--- src/rtl/run_seq_pkg.sv ---
// Shared types and defaults for the run sequencer: FSM state encoding and default counter width.
package run_seq_pkg;

  typedef enum logic [1:0] {
    IDLE = 2'd0,
    HOLD = 2'd1,
    RUN  = 2'd2,
    DONE = 2'd3
  } seq_state_t;

  localparam int DEFAULT_CTR_W = 32;

endpackage

--- src/rtl/seq_down_counter.sv ---
// Loadable down-counter that stops at zero; tc flags the terminal count.
module seq_down_counter #(
  parameter int W = 3
) (
  input  logic         clk,
  input  logic         rst,
  input  logic         load,
  input  logic [W-1:0] load_val,
  input  logic         en,
  output logic         tc
);

  logic [W-1:0] count;

  always_ff @(posedge clk) begin
    if (rst) begin
      count <= '0;
    end else if (load) begin
      count <= load_val;
    end else if (en && (count != '0)) begin
      count <= count - W'(1);
    end
  end

  assign tc = (count == '0);

endmodule

--- src/rtl/run_sequencer.sv ---
// Drives a worker's reset/go: stretched reset, a RUN_CYCLES-long run window, then a done pulse.
//   state | meaning
//   IDLE  | worker held in reset, waiting for start
//   HOLD  | reset stretched for HOLD_CYCLES after start
//   RUN   | go high, ctr counts elapsed run cycles
//   DONE  | single cycle, run window finished normally
module run_sequencer
  import run_seq_pkg::*;
#(
  parameter int HOLD_CYCLES = 4,
  parameter int RUN_CYCLES  = 10,
  parameter int CTR_W       = DEFAULT_CTR_W
) (
  input  logic             clk,
  input  logic             rst,
  input  logic             start,
  input  logic             abort,
  output logic             dut_rst,
  output logic             go,
  output logic             busy,
  output logic [CTR_W-1:0] ctr,
  output logic             done,
  output logic             aborted
);

  localparam int HOLD_W = $clog2(HOLD_CYCLES + 1);
  localparam logic [HOLD_W-1:0] HOLD_LOAD = HOLD_W'(HOLD_CYCLES - 1);
  localparam logic [CTR_W-1:0]  RUN_LAST  = CTR_W'(RUN_CYCLES - 1);

  // RUN_CYCLES is an int, so any CTR_W >= 31 can always hold it.
  if (HOLD_CYCLES < 1 || RUN_CYCLES < 1 ||
      (CTR_W < 31 && RUN_CYCLES >= (1 << CTR_W))) begin : g_param_check
    $error("run_sequencer: illegal HOLD_CYCLES/RUN_CYCLES/CTR_W combination");
  end

  seq_state_t state;
  logic       hold_load;
  logic       hold_en;
  logic       hold_tc;

  // Counter is reloaded throughout IDLE so it is primed the moment HOLD begins.
  assign hold_load = (state == IDLE);
  assign hold_en   = (state == HOLD);

  seq_down_counter #(.W(HOLD_W)) u_hold (
    .clk      (clk),
    .rst      (rst),
    .load     (hold_load),
    .load_val (HOLD_LOAD),
    .en       (hold_en),
    .tc       (hold_tc)
  );

  always_ff @(posedge clk) begin
    if (rst) begin
      state   <= IDLE;
      dut_rst <= 1'b1;
      go      <= 1'b0;
      busy    <= 1'b0;
      ctr     <= '0;
      done    <= 1'b0;
      aborted <= 1'b0;
    end else begin
      done    <= 1'b0;
      aborted <= 1'b0;
      case (state)
        IDLE: begin
          if (start && !abort) begin
            state <= HOLD;
            busy  <= 1'b1;
          end
        end
        HOLD: begin
          if (abort) begin
            state   <= IDLE;
            busy    <= 1'b0;
            aborted <= 1'b1;
          end else if (hold_tc) begin
            state   <= RUN;
            dut_rst <= 1'b0;
            go      <= 1'b1;
            ctr     <= '0;
          end
        end
        RUN: begin
          // Abort outranks completion in the final run cycle.
          if (abort) begin
            state   <= IDLE;
            dut_rst <= 1'b1;
            go      <= 1'b0;
            busy    <= 1'b0;
            aborted <= 1'b1;
          end else if (ctr == RUN_LAST) begin
            state   <= DONE;
            dut_rst <= 1'b1;
            go      <= 1'b0;
            done    <= 1'b1;
            ctr     <= ctr + CTR_W'(1);
          end else begin
            ctr <= ctr + CTR_W'(1);
          end
        end
        DONE: begin
          state <= IDLE;
          busy  <= 1'b0;
        end
        default: begin
          state   <= IDLE;
          dut_rst <= 1'b1;
          go      <= 1'b0;
          busy    <= 1'b0;
        end
      endcase
    end
  end

endmodule

--- config.mk ---
export PLATFORM = sky130hd
export DESIGN_NAME = run_sequencer
export DESIGN_NICKNAME = d
export VERILOG_FILES = /design/src/rtl/run_seq_pkg.sv /design/src/rtl/seq_down_counter.sv /design/src/rtl/run_sequencer.sv
export SDC_FILE = /design/constraint.sdc
export NUM_CORES = 1
export LEC_CHECK = 0
export BUFFER_PORTS_ARGS = -buffer_cell sky130_fd_sc_hd__buf_2
export CAP_MARGIN = 30
export CORE_MARGIN = 2
export CORE_UTILIZATION = 60
export CTS_BUF_LIST = sky130_fd_sc_hd__clkbuf_8
export CTS_CLUSTER_DIAMETER = 80
export CTS_CLUSTER_SIZE = 12
export DETAILED_ROUTE_END_ITERATION = 7
export GPL_TIMING_DRIVEN = 0
export HOLD_SLACK_MARGIN = 0.03
export PLACE_DENSITY_LB_ADDON = 0.1
export SLEW_MARGIN = 20
export SYNTH_ARGS = -nofsm -noshare
export SYNTH_HDL_FRONTEND = slang
export SYNTH_SLANG_ARGS = --single-unit
--- constraint.sdc ---
create_clock -name clk -period 4.3 [get_ports clk]
set_clock_uncertainty 0.05 [all_clocks]
set_input_delay 0.215 -clock clk [delete_from_list [all_inputs] [get_ports clk]]
set_output_delay 0.215 -clock clk [all_outputs]
set_load 0.02 [all_outputs]
# == After elaboration in Yosys (flattened, before gate mapping) ==
# Cells that the tools add are included.
# W data, S select, Z words.
# totals
out_inout_bits,37
elab_cells,67
inputBits,4
register_bits,42
# classes
n_eq_ne,11
muxes,27
n_bitwise,2
addsub,2
reduce_logical,16
# ops
op,count
$mux W32,3
$pmux W32 S2,1
$add A32 B1 Y32 const B,1
$eq A32 B4 Y1 const B,1
$mux W2,7
$mux W1,12
$pmux W2 S4,1
$reduce_and A4 Y1,2
$ne A2 B2 Y1 const B,3
$ne A3 B3 Y1 const B,2
$reduce_or A2 Y1,3
$eq A2 B2 Y1 const B,2
$ne A2 B1 Y1 const B,2
$pmux W1 S2,2
$reduce_bool A2 Y1,2
$logic_not A3 Y1,1
$pmux W1 S3,1
$reduce_and A3 Y1,1
$reduce_bool A3 Y1,1
$reduce_or A3 Y1,1
$sub A3 B1 Y3 const B,1
$eq A2 B1 Y1 const B,1
$logic_and A1 B1 Y1,2
$logic_not A2 Y1,1
3 further kinds,4

# == Depth between registers and ports, before layout ==
# Gate-level depths: netlist (run 1).
# depth
ltp_word,4
mapped_depth,9
ltp_nobuf,8

# == By module ==
# Synthesis (run 1) repeated with hierarchy kept, for this count alone.
# hier_totals
hier_cells,262
area_unflattened_um2,2210.9
# modules_own_cells
module,area_per_inst_um2,cells_each,instances,seq_area_each_um2
run_sequencer,2028.2,241,1,780.7
seq_down_counter,182.7,21,1,60.1

# == Worst setup path after synthesis (run 1) ==
# Ideal clock, no wire load.
# synth_timing
path_kind,register to register
from,reg state[0]
to,reg ctr[27]
setup_slack_ns,2.122
path_stages_with_launch,9
required_time_ns,4.136
arrival_ns,2.014
period_less_slack_ns,2.178
setup_time_ns,0.114
path_buffers,1
cell_sequence,dfxtp_1 > inv_1 > ha_1 > a21o_1 > a211o_1 > clkbuf_1 > or4_4 > xnor2_1 > and2b_1
# synth_via
elab_chain_len,3
elab_cells_between_ends,8
cone_classes,5 x eq/ne; 1 x mux; 2 x reduce/logical
# synth_lines
element,line_no,source
from (decl),run_sequencer.sv:36,seq_state_t state;
from (signal assigned),run_sequencer.sv:56,state <= IDLE;
from (signal assigned),run_sequencer.sv:69,state <= HOLD;
from (signal assigned),run_sequencer.sv:75,state <= IDLE;
$eq A2 B2 Y1 / $eq A2 B1 Y1 (equally long branches),run_sequencer.sv:66,case (state)
$ne A2 B2 Y1 (no source line) / $reduce_bool A2 Y1 (equally long branches),n/a,
$reduce_and A4 Y1 (no source line),n/a,
to (signal assigned),run_sequencer.sv:98,ctr <= ctr + CTR_W'(1);
to (signal assigned),run_sequencer.sv:100,ctr <= ctr + CTR_W'(1);
to (decl),run_sequencer.sv:21,"output logic [CTR_W-1:0] ctr,"
# Parallel ways exist; a longest one is shown, timed or not.
# A chain may end at the register's enable or synchronous reset.

# == Worst setup path after layout (run 1) ==
# layout_timing
from,reg state[1]
to,reg ctr[27]
# The elaborated chain is that of the path after synthesis.

==> results of run 1 <==
==> layer usage <==
layer | vias to the layer above | share of wire [%]
met2 | 50 | 45
met1 | 854 | 49
li1 | 969 | -
met3 | 4 | 4.9
met5 | - | 0
met4 | 0 | 0.91
==> path summary, 6_finish.rpt <==
path / slack (ps) / depth (start not counted) / endpoint
min reg2reg: 420 / 2 / busy$_SDFFE_PP0P_
min: 210 / 4 / done$_SDFF_PP0_
max: 1900 / 8 / ctr[27]$_SDFFE_PP0P_
max reg2reg: 1900 / 8 / ctr[27]$_SDFFE_PP0P_
==> power by group <==
part           internal, mW  switching, mW  leakage [nW]
Clock                 0.248          0.135        0.0714
Combinational        0.0374         0.0656         0.582
Sequential            0.399        0.00766         0.340
==> Yosys cell counts, drive strengths merged, types with 4 or more instances <==
| cell type | count | area (um^2) |
|---|---|---|
| xnor2 | 20 | 175 |
| ha | 7 | 87.6 |
| nor2b | 4 | 25.0 |
| nor3 | 14 | 70.1 |
| inv | 13 | 48.8 |
| nand2 | 11 | 41.3 |
| and4 | 4 | 35.0 |
| or4 | 4 | 37.5 |
| clkbuf | 7 | 26.3 |
| nor2 | 42 | 158 |
| xor2 | 10 | 87.6 |
| o21ai | 4 | 20.0 |
| nor4 | 10 | 62.6 |
| nand3 | 12 | 60.1 |
| dfxtp | 42 | 841 |
| nand2b | 4 | 25.0 |
| a21oi | 9 | 45.0 |
| and3 | 4 | 25.0 |
| nand4 | 9 | 62.6 |
==> stage by stage <==
stage | cell area [um^2] | setup slack, ps
after floorplan | 2100 | 2120
after global placement | 2360 | 1960
after detailed placement | 2360 | 1950
after CTS | 2500 | 1910
after global routing | 2500 | 1730
final | 2500 | 1900
==> tightest hold or removal path: cells and delay by family <==
family                 cells  cell delay, ps
and+or+nand+nor            3             160
buffers and inverters      1             110
==> final cells by class <==
cell class	instances	area (um^2)	share of cell area [%]
inverter	13	48.8	1.95
buffer	9	35.0	1.40
multi-input combinational	188	1180	47.1
tap	46	57.6	2.30
clock buffer	6	82.6	3.30
timing repair buffer	40	200	8.00
clock inverter	2	60.1	2.40
sequential	42	841	33.6
==> registers in the layout, indices dropped and copies added (netlist names) <==
name,cells
u_hold.count,3
done,1
ctr,32
aborted,1
busy,1
go,1
state,2
dut_rst,1
==> kinds of logic after synthesis <==
| kind of cell | count (synthesis) |
|---|---|
| and+or+nand+nor | 125 |
| DFF | 42 |
| xor gates and xnor gates | 30 |
| AOI/OAI and AO/OA | 26 |
| buffers and inverters | 22 |
| adders and majority gates | 7 |
==> metrics.md, run 1 <==
| Metric | Value |
|---|---|
| Share of cells above drive strength 1 | `a little under a fifth` |
| Hold buffers post-CTS | `0` |
| Slowest CP cell | `or4_4` |
| Die area | `around 0.004 mm^2` |
| Status | `finished clean` |
| Initial Util | `between 60% and 70%` |
| Max Slew Vio Count | `0` |
| Yosys cell types | `39` |
| Headroom to the max-slew limit | `about two thirds` |
| Via count | `between 1500 and 2000` |
| Largest family of logic cells by synthesized area | `simple AND/OR/NAND/NOR gates` |
| # diodes | `0` |
| CORE AREA | `between 0.003 and 0.004 mm^2` |
| Total Power | `893 uW` |
| Worst path cell trace | `inv_1 -> ha_1 -> nand4_1 -> a211o_1 -> clkbuf_1 -> or4_4 -> xnor2_1 -> and2b_1` |
| GRT met2 Usage | `~39%` |
| XOR/XNOR share of the synthesized area | `between 10% and 20%` |
| Endpoints failing hold | `0` |
| Row count | `21` |
| Fill count | `approximately 290` |
| CTS clk-pin slew, worst paths | `about 80 ps` |
| Setup TNS Final | `0 ps` |
| Via-per-instance ratio | `5.42` |
| Synth-to-layout area growth | `19.0%` |
| M3 GR Usage | `under 10%` |
| Cell total after placement | `approximately 340` |
| Post-synth EDFFs | `0` |
| CTS resizes | `0` |
| Hold slack | `between 200 and 250 ps` |
| Leak | `about 0.99 nW` |
| Clk_lat worst skew | `between 200 and 300 ps` |
| Gr usage total | `between 20% and 30%` |
| Met1 Use GR | `about 32%` |
| Max IR drop VDD | `0.334 mV` |
| Port Buffers | `40` |
| Number of detailed-route iterations in the first pass | `4` |
| Crit path launch | `state[1]$_SDFFE_PP0P_` |
| PD cells | `about 360 mW/mm^2` |
| GR peak layer | `met2` |
| Non-filler cells, final | `roughly 350` |
| Least-Margin Pin Slew | `approximately 520 ps` |
| Setup crit start kind | `register` |
| Clock root buffer | `clkbuf_8` |
| RSZ-0062 raised after global routing | `false` |
| WL/cell | `about 13 um` |
| GRT Residual Overflow | `0` |
| Area share of fa/ha/maj cells after synthesis | `between 4 and 5%` |
| CTS Buffer Depth | `2` |
| H-tree depth | `2` |
| Vias in the first global route | `approximately 1700` |
| Asr flop ratio synth | `0%` |
| Peak Freq | `between 400 and 500 MHz` |
| HPWL after DPL | `about 3.2 mm` |
| Slowest stage delay, CP | `roughly 460 ps` |
| Final wirelength | `4.53 mm` |
| Layout Utilization | `roughly 74%` |
| Post-route ant nets | `0` |
| Final Critical Period | `2400 ps` |
| CP Class | `register to register` |
| Post-CTS Setup Inserts | `0` |
| Buf+Inv Stages, Crit Path | `2` |
| FF+latch count, synth | `42` |
| Max cap viols | `0` |
| Synth Area per Inst | `8.34 um^2` |
| Die height | `around 63 um` |
| Die width | `about 63 um` |
| Crit. End Element | `register` |
| CTS tree | `done` |
| CTS sink count | `between 40 and 50` |
| Period Utilization, post-route | `between 50% and 60%` |
| Synth Area in Compound Gates | `under 10%` |
| Layout Nets | `between 300 and 400` |
| Cells after synthesis | `252` |
| Global-route wire length before repair | `between 7 and 8 mm` |
| Io pins | `a little over 40` |
| DRC Markers | `0` |
| Reg-to-reg startpoint | `state[1]$_SDFFE_PP0P_` |
| Largest net degree at the start of global routing | `14` |
| Sequential area share after synthesis | `approximately two fifths` |
| Final setup vio count | `0` |
| Yosys warnings | `0` |
| Gp weighted congestion | `~0.79` |
| Initial antenna violation count | `0` |
| Top_reg_cell synth | `dfxtp_1` |
| Crit path max fanout | `10` |
| Worst path top cell family by delay | `simple AND/OR/NAND/NOR gates` |
| Crit path required time | `4440 ps` |
| Hold path start | `rst` |
| Most frequent cells in the layout | `nor2_1 (42), dfxtp_1 (42), buf_2 (41)` |
| Mux contribution to synthesized area | `0%` |
| Syn Nets | `~260` |
| Worst hold path class | `input port to register` |
| Synth Area in Simple Gates | `between 30% and 40%` |
| Initial DRC count | `slightly below 80` |
| Cell area after synthesis | `about 0.0021 mm^2` |
| WP data arrival | `2540 ps` |
| Cts bufs inserted | `5` |
Power figures use the tool's default switching activity.
==> run 2: changes to the inputs <==
- CORE_UTILIZATION: 60 -> 57
- clock period: 4.3 -> 2.5 ns (I/O delays scaled with it)
==> metrics.md, run 2 (synthesized netlist as in run 1, its figures left out) <==
| Metric | Value |
|---|---|
| Crit path required time | `2640 ps (-1800 ps)` |
| Layout Utilization | `67.5% (-6.9 points)` |
| PD cells | `524 mW/mm^2 (+47%)` |
| Crit path max fanout | `11 (+1)` |
| CORE AREA | `0.00361 mm^2 (+7.2%)` |
| FF+latch area | `841 um^2 (unchanged)` |
| Setup crit start kind | `register` |
| DRC Markers | `0 (unchanged)` |
| CP Class | `register to register` |
| Io pins | `41 (unchanged)` |
| Clock power share | `31.4% (-12 points)` |
| Worst hold path class | `input port to register` |
| Post-CTS Setup Inserts | `0 (unchanged)` |
| CTS sink count | `42 (unchanged)` |
| Hold slack | `107 ps (-103 ps)` |
| Status | `finished clean` |
| HPWL after DPL | `3.13 mm (-3.2%)` |
| Gp weighted congestion | `0.815 (+3.1%)` |
| Share of cells above drive strength 1 | `17.4% (-0.88 points)` |
| Internal power | `935 uW (+37%)` |
| Global-route wire length before repair | `7.40 mm (-3.0%)` |
| M3 GR Usage | `5.38% (+0.56 points)` |
| Row count | `22 (+4.8%)` |
| Hold buffers post-CTS | `0 (unchanged)` |
| R2R Setup Slk | `220 ps (-1680 ps)` |
| WP data arrival | `2420 ps (-120 ps)` |
| Switching pwr | `340 uW (+63%)` |
| Vias in the first global route | `1644 (-2.3%)` |
| Fill count | `335 (+15%)` |
| Initial DRC count | `96 (+25%)` |
| Reg-to-reg startpoint | `state[0]$_SDFFE_PP0P_` |
| Seq pwr share | `54.8% (+9.2 points)` |
| Final Critical Period | `2280 ps (-121 ps)` |
| Hold path start | `rst` |
| Die height | `64.7 um (+2.4%)` |
| Hold depth | `4 (unchanged)` |
| Setup TNS Final | `0 ps (unchanged)` |
| Initial antenna violation count | `0 (unchanged)` |
| Cts bufs inserted | `5 (unchanged)` |
| Leak | `0.967 nW (-2.6%)` |
| Most frequent cells in the layout | `nor2_1 (42), dfxtp_1 (42), buf_2 (41)` |
| Max reg flops | `32 (unchanged)` |
| Comb power frac | `13.7% (+2.2 points)` |
| Period Utilization, post-route | `91.2% (+35 points)` |
| Clk_lat worst skew | `290 ps (about the same)` |
| CTS resizes | `0 (unchanged)` |
| # diodes | `0 (unchanged)` |
| GR peak layer | `met2` |
| Worst path cell trace | `inv_1 -> ha_1 -> a21o_1 -> a211o_1 -> or4_4 -> xnor2_1 -> and2b_1` |
| Number of detailed-route iterations in the first pass | `4 (unchanged)` |
| Buf+Inv Stages, Crit Path | `1 (-1)` |
| Max cap viols | `0 (unchanged)` |
| CTS clk-pin slew, worst paths | `70 ps (about the same)` |
| H-tree depth | `2 (unchanged)` |
| Max Slew Vio Count | `0 (unchanged)` |
| Final wirelength | `4.34 mm (-4.2%)` |
| Via count | `1867 (-0.53%)` |
| Post-route ant nets | `0 (unchanged)` |
| CTS Buffer Depth | `2 (unchanged)` |
| Hold EP | `done$_SDFF_PP0_` |
| Clock root buffer | `clkbuf_8` |
| Die width | `64.7 um (+2.4%)` |
| Multi-input logic area | `0.00118 mm^2 (unchanged)` |
| R2r endpoint | `ctr[27]$_SDFFE_PP0P_` |
| Endpoints failing hold | `0 (unchanged)` |
| Gr usage total | `22.5% (-1.5 points)` |
| Slowest CP cell | `a211o_1` |
| WL/cell | `12.5 um (-4.2%)` |
| GRT Residual Overflow | `0 (unchanged)` |
| CTS tree | `done` |
| Largest net degree at the start of global routing | `12 (-2)` |
| Layout Nets | `309 (-0.32%)` |
| Synth-to-layout area growth | `15.8%` |
| Initial Util | `58.3% (-4.2 points)` |
| Die area | `0.00419 mm^2 (+4.9%)` |
| Sw Share | `26.7% (+3.3 points)` |
| RSZ-0062 raised after global routing | `false` |
| Max IR drop VDD | `0.247 mV (-26%)` |
| Largest registers | `ctr: 32 flops, u_hold.count: 3 flops, state: 2 flops` |
| Peak Freq | `439 MHz (+5.3%)` |
| Met1 Use GR | `31.1% (-1.0 points)` |
| Top reg by flops | `ctr` |
| Least-Margin Pin Slew | `480 ps (-40.6 ps)` |
| Worst path top cell family by delay | `compound AO/OA/AOI/OAI gates` |
| Via-per-instance ratio | `5.40 (-0.53%)` |
| Crit. End Element | `register` |
| Slowest stage delay, CP | `460 ps (about the same)` |
| Final setup vio count | `0 (unchanged)` |
| R2R depth | `7 (-1)` |
| GRT met2 Usage | `34.5% (-4.6 points)` |
| Headroom to the max-slew limit | `68.0% (+2.7 points)` |
| Port Buffers | `40 (unchanged)` |
## run 2: cell count changes in the layout (fill, tap and decap cells not counted)
cell / previous run / this run
bufinv_16: 2 / 0
inv_1: 13 / 15
clkbuf_8: 6 / 5
clkbuf_1: 7 / 6
## run 2: how the worst max path moves through the flow
stage	startpoint	to	slack, ps	depth (start not counted)
4_1_cts	state[0]$_SDFFE_PP0P_	ctr[27]$_SDFFE_PP0P_	120	8
5_1_grt	state[0]$_SDFFE_PP0P_	ctr[27]$_SDFFE_PP0P_	80	7
3_3_place_gp	state[0]$_SDFFE_PP0P_	ctr[27]$_SDFFE_PP0P_	160	8
3_5_place_dp	state[0]$_SDFFE_PP0P_	ctr[27]$_SDFFE_PP0P_	140	8
2_1_floorplan	state[0]$_SDFFE_PP0P_	ctr[27]$_SDFFE_PP0P_	320	8
6_report	state[0]$_SDFFE_PP0P_	ctr[27]$_SDFFE_PP0P_	220	7
## run 2: final cells by class
type	instances	area share, %
Buffer	8	1.28
Timing Repair Buffer	40	8.22
Inverter	13	2.00
Clock inverter	2	0.308
Multi-Input combinational cell	188	48.4
Tap cell	48	2.47
Clock buffer	5	2.83
Sequential cell	42	34.5
## run 2: layer usage
layer	up-vias	wire (um)
met5	-	0
li1	964	-
met4	0	47
met3	7	173
met1	855	2190
met2	41	1920
## run 2: power groups by stage
stage,combinational (mW),clock [mW],sequential [mW]
floorplan,0.120,0,0.726
CTS,0.178,0.412,0.699
finish,0.175,0.400,0.699
detailed placement,0.177,0,0.715
global placement,0.173,0,0.714
global route,0.196,0.448,0.702
## run 2: metrics by stage
stage	total power, mW	setup WS (ps)	cells	cell area (um^2)
6_report	1.28	220	346	2430
4_1_cts	1.29	120	347	2440
3_3_place_gp	0.887	156	340	2360
5_1_grt	1.35	78.8	346	2430
2_1_floorplan	0.846	322	252	2100
3_5_place_dp	0.892	139	340	2360
## run 2: tightest hold or removal path: stages
cell and delay [ps]:
buf_2 120, nor2_1 40, nand2_1 70, nor3_1 40
==> run 3: changes to the inputs <==
- PLACE_DENSITY_LB_ADDON: 0.1 -> 0.2
==> metrics.md, run 3 (synthesized netlist as in run 1, its figures left out) <==
| Metric | Value |
|---|---|
| R2R depth | `7 (unchanged)` |
| Max Slew Vio Count | `0 (unchanged)` |
| Max reg flops | `32 (unchanged)` |
| Max IR drop VDD | `0.380 mV (+54%)` |
| R2r endpoint | `ctr[27]$_SDFFE_PP0P_` |
| Gp weighted congestion | `0.801 (-1.7%)` |
| Post-route ant nets | `0 (unchanged)` |
| Synth-to-layout area growth | `16.1%` |
| Die area | `0.00419 mm^2 (unchanged)` |
| WL/cell | `13.0 um (+3.9%)` |
| CTS clk-pin slew, worst paths | `70 ps (about the same)` |
| Clock root buffer | `clkbuf_8` |
| Crit path required time | `2640 ps (about the same)` |
| Final setup vio count | `0 (unchanged)` |
| Sw Share | `26.2% (-0.46 points)` |
| Max cap viols | `0 (unchanged)` |
| PD cells | `535 mW/mm^2 (+2.2%)` |
| H-tree depth | `2 (unchanged)` |
| Worst hold path class | `input port to register` |
| Crit. End Element | `register` |
| Initial DRC count | `96 (unchanged)` |
| R2R Setup Slk | `210 ps (about the same)` |
| Vias in the first global route | `1658 (+0.85%)` |
| Setup crit end | `ctr[27]$_SDFFE_PP0P_` |
| CTS Buffer Depth | `2 (unchanged)` |
| Final Critical Period | `2290 ps (+7.72 ps)` |
| RSZ-0062 raised after global routing | `false` |
| DRC Markers | `0 (unchanged)` |
| Cts bufs inserted | `5 (unchanged)` |
| Setup crit start kind | `register` |
| Leak | `0.963 nW (-0.36%)` |
| CTS resizes | `0 (unchanged)` |
| # diodes | `0 (unchanged)` |
| Period Utilization, post-route | `91.5% (+0.31 points)` |
| Crit path launch | `state[1]$_SDFFE_PP0P_` |
| GRT Residual Overflow | `0 (unchanged)` |
| Least-Margin Pin Slew | `471 ps (-8.96 ps)` |
| Post-CTS Setup Inserts | `0 (unchanged)` |
| Gr usage total | `23.8% (+1.3 points)` |
| Port Buffers | `40 (unchanged)` |
| Share of cells above drive strength 1 | `17.8% (+0.40 points)` |
| Layout Utilization | `67.7% (+0.17 points)` |
| Seq pwr share | `53.5% (-1.3 points)` |
| Crit path max fanout | `11 (unchanged)` |
| Io pins | `41 (unchanged)` |
| Largest net degree at the start of global routing | `12 (unchanged)` |
| Layout Nets | `309 (unchanged)` |
| Final wirelength | `4.49 mm (+3.6%)` |
| Total Power | `1.31 mW (+2.4%)` |
| Non-filler cells, final | `345 (-0.29%)` |
| HPWL after DPL | `3.31 mm (+5.6%)` |
| Die width | `64.7 um (unchanged)` |
| Number of detailed-route iterations in the first pass | `4 (unchanged)` |
| Final instance area | `0.00244 mm^2 (+0.26%)` |
| Comb power frac | `13.6% (about the same)` |
| Initial Util | `58.3% (unchanged)` |
| CTS sink count | `42 (unchanged)` |
| Via-per-instance ratio | `5.46 (+1.1%)` |
| Post-Place Cell Area | `0.00236 mm^2 (unchanged)` |
| Top reg by flops | `ctr` |
| Cell total after placement | `340 (unchanged)` |
| WP data arrival | `2430 ps (about the same)` |
| Die height | `64.7 um (unchanged)` |
| Internal power | `964 uW (+3.1%)` |
| CORE AREA | `0.00361 mm^2 (unchanged)` |
| CP Class | `register to register` |
| Via count | `1882 (+0.80%)` |
| Largest registers | `ctr: 32 flops, u_hold.count: 3 flops, state: 2 flops` |
| Endpoints failing hold | `0 (unchanged)` |
| Clock power share | `32.9% (+1.5 points)` |
| Headroom to the max-slew limit | `68.6% (+0.60 points)` |
| Switching pwr | `342 uW (+0.67%)` |
| Clk_lat worst skew | `290 ps (about the same)` |
| Initial antenna violation count | `0 (unchanged)` |
| Peak Freq | `437 MHz (-0.34%)` |
| Setup TNS Final | `0 ps (unchanged)` |
| Global-route wire length before repair | `7.60 mm (+2.7%)` |
| Hold buffers post-CTS | `0 (unchanged)` |
| Most frequent cells in the layout | `nor2_1 (42), dfxtp_1 (42), buf_2 (41)` |
| Status | `finished clean` |
| Reg-to-reg startpoint | `state[1]$_SDFFE_PP0P_` |
| CTS tree | `done` |
| Row count | `22 (unchanged)` |
-- run 3: cell count changes in the layout (fill, tap and decap cells not counted), sizes merged --
cell / previous run / this run
inv: 15 / 13
clkbuf: 11 / 12
-- run 3: per-stage QoR --
| step | setup slack [ps] | hold slack, ps |
|---|---|---|
| after floorplan | 322 | 250 |
| after global placement | 161 | 404 |
| after detailed placement | 126 | 409 |
| after CTS | 109 | 92.4 |
| after global routing | 61.7 | 123 |
| final | 212 | 104 |
-- run 3: worst max-delay path, stage by stage, from the launching register on --
cell	delay, ps
dfxtp_1	360
inv_1	80
ha_1	380
nand4_1	140
a211o_1	430
or4_4	460
xnor2_1	130
and2b_1	150
-- run 3: power groups by stage --
stage | combinational, mW | clock, mW | sequential [mW]
floorplan | 0.120 | 0 | 0.726
global placement | 0.172 | 0 | 0.714
detailed placement | 0.178 | 0 | 0.715
CTS | 0.179 | 0.442 | 0.699
global route | 0.202 | 0.471 | 0.702
finish | 0.178 | 0.430 | 0.699
-- run 3: worst min path at each step --
stage	startpoint	to	cells past startpoint
after global routing	rst	done$_SDFF_PP0_	4
after CTS	rst	done$_SDFF_PP0_	4
after floorplan	rst	done$_SDFF_PP0_	3
after global placement	rst	done$_SDFF_PP0_	4
final	rst	done$_SDFF_PP0_	4
after detailed placement	rst	done$_SDFF_PP0_	4
-- run 3: routing by layer --
metal  wire length [um]  GRT usage (%)  vias to the layer above
met3                226           6.25                        4
met1               2150           31.7                      869
met4                 70           9.57                        0
li1                   -              -                      966
met5                  0              0                        -
met2               2050           36.7                       43
-- run 3: final cells by class --
| cell class | count | area [um^2] |
|---|---|---|
| sequential | 42 | 841 |
| fill | 327 | 1160 |
| tap | 48 | 60.1 |
| multi-input combinational | 188 | 1180 |
| buffer | 8 | 31.3 |
| clock buffer | 6 | 82.6 |
| inverter | 13 | 48.8 |
| timing repair buffer | 40 | 200 |
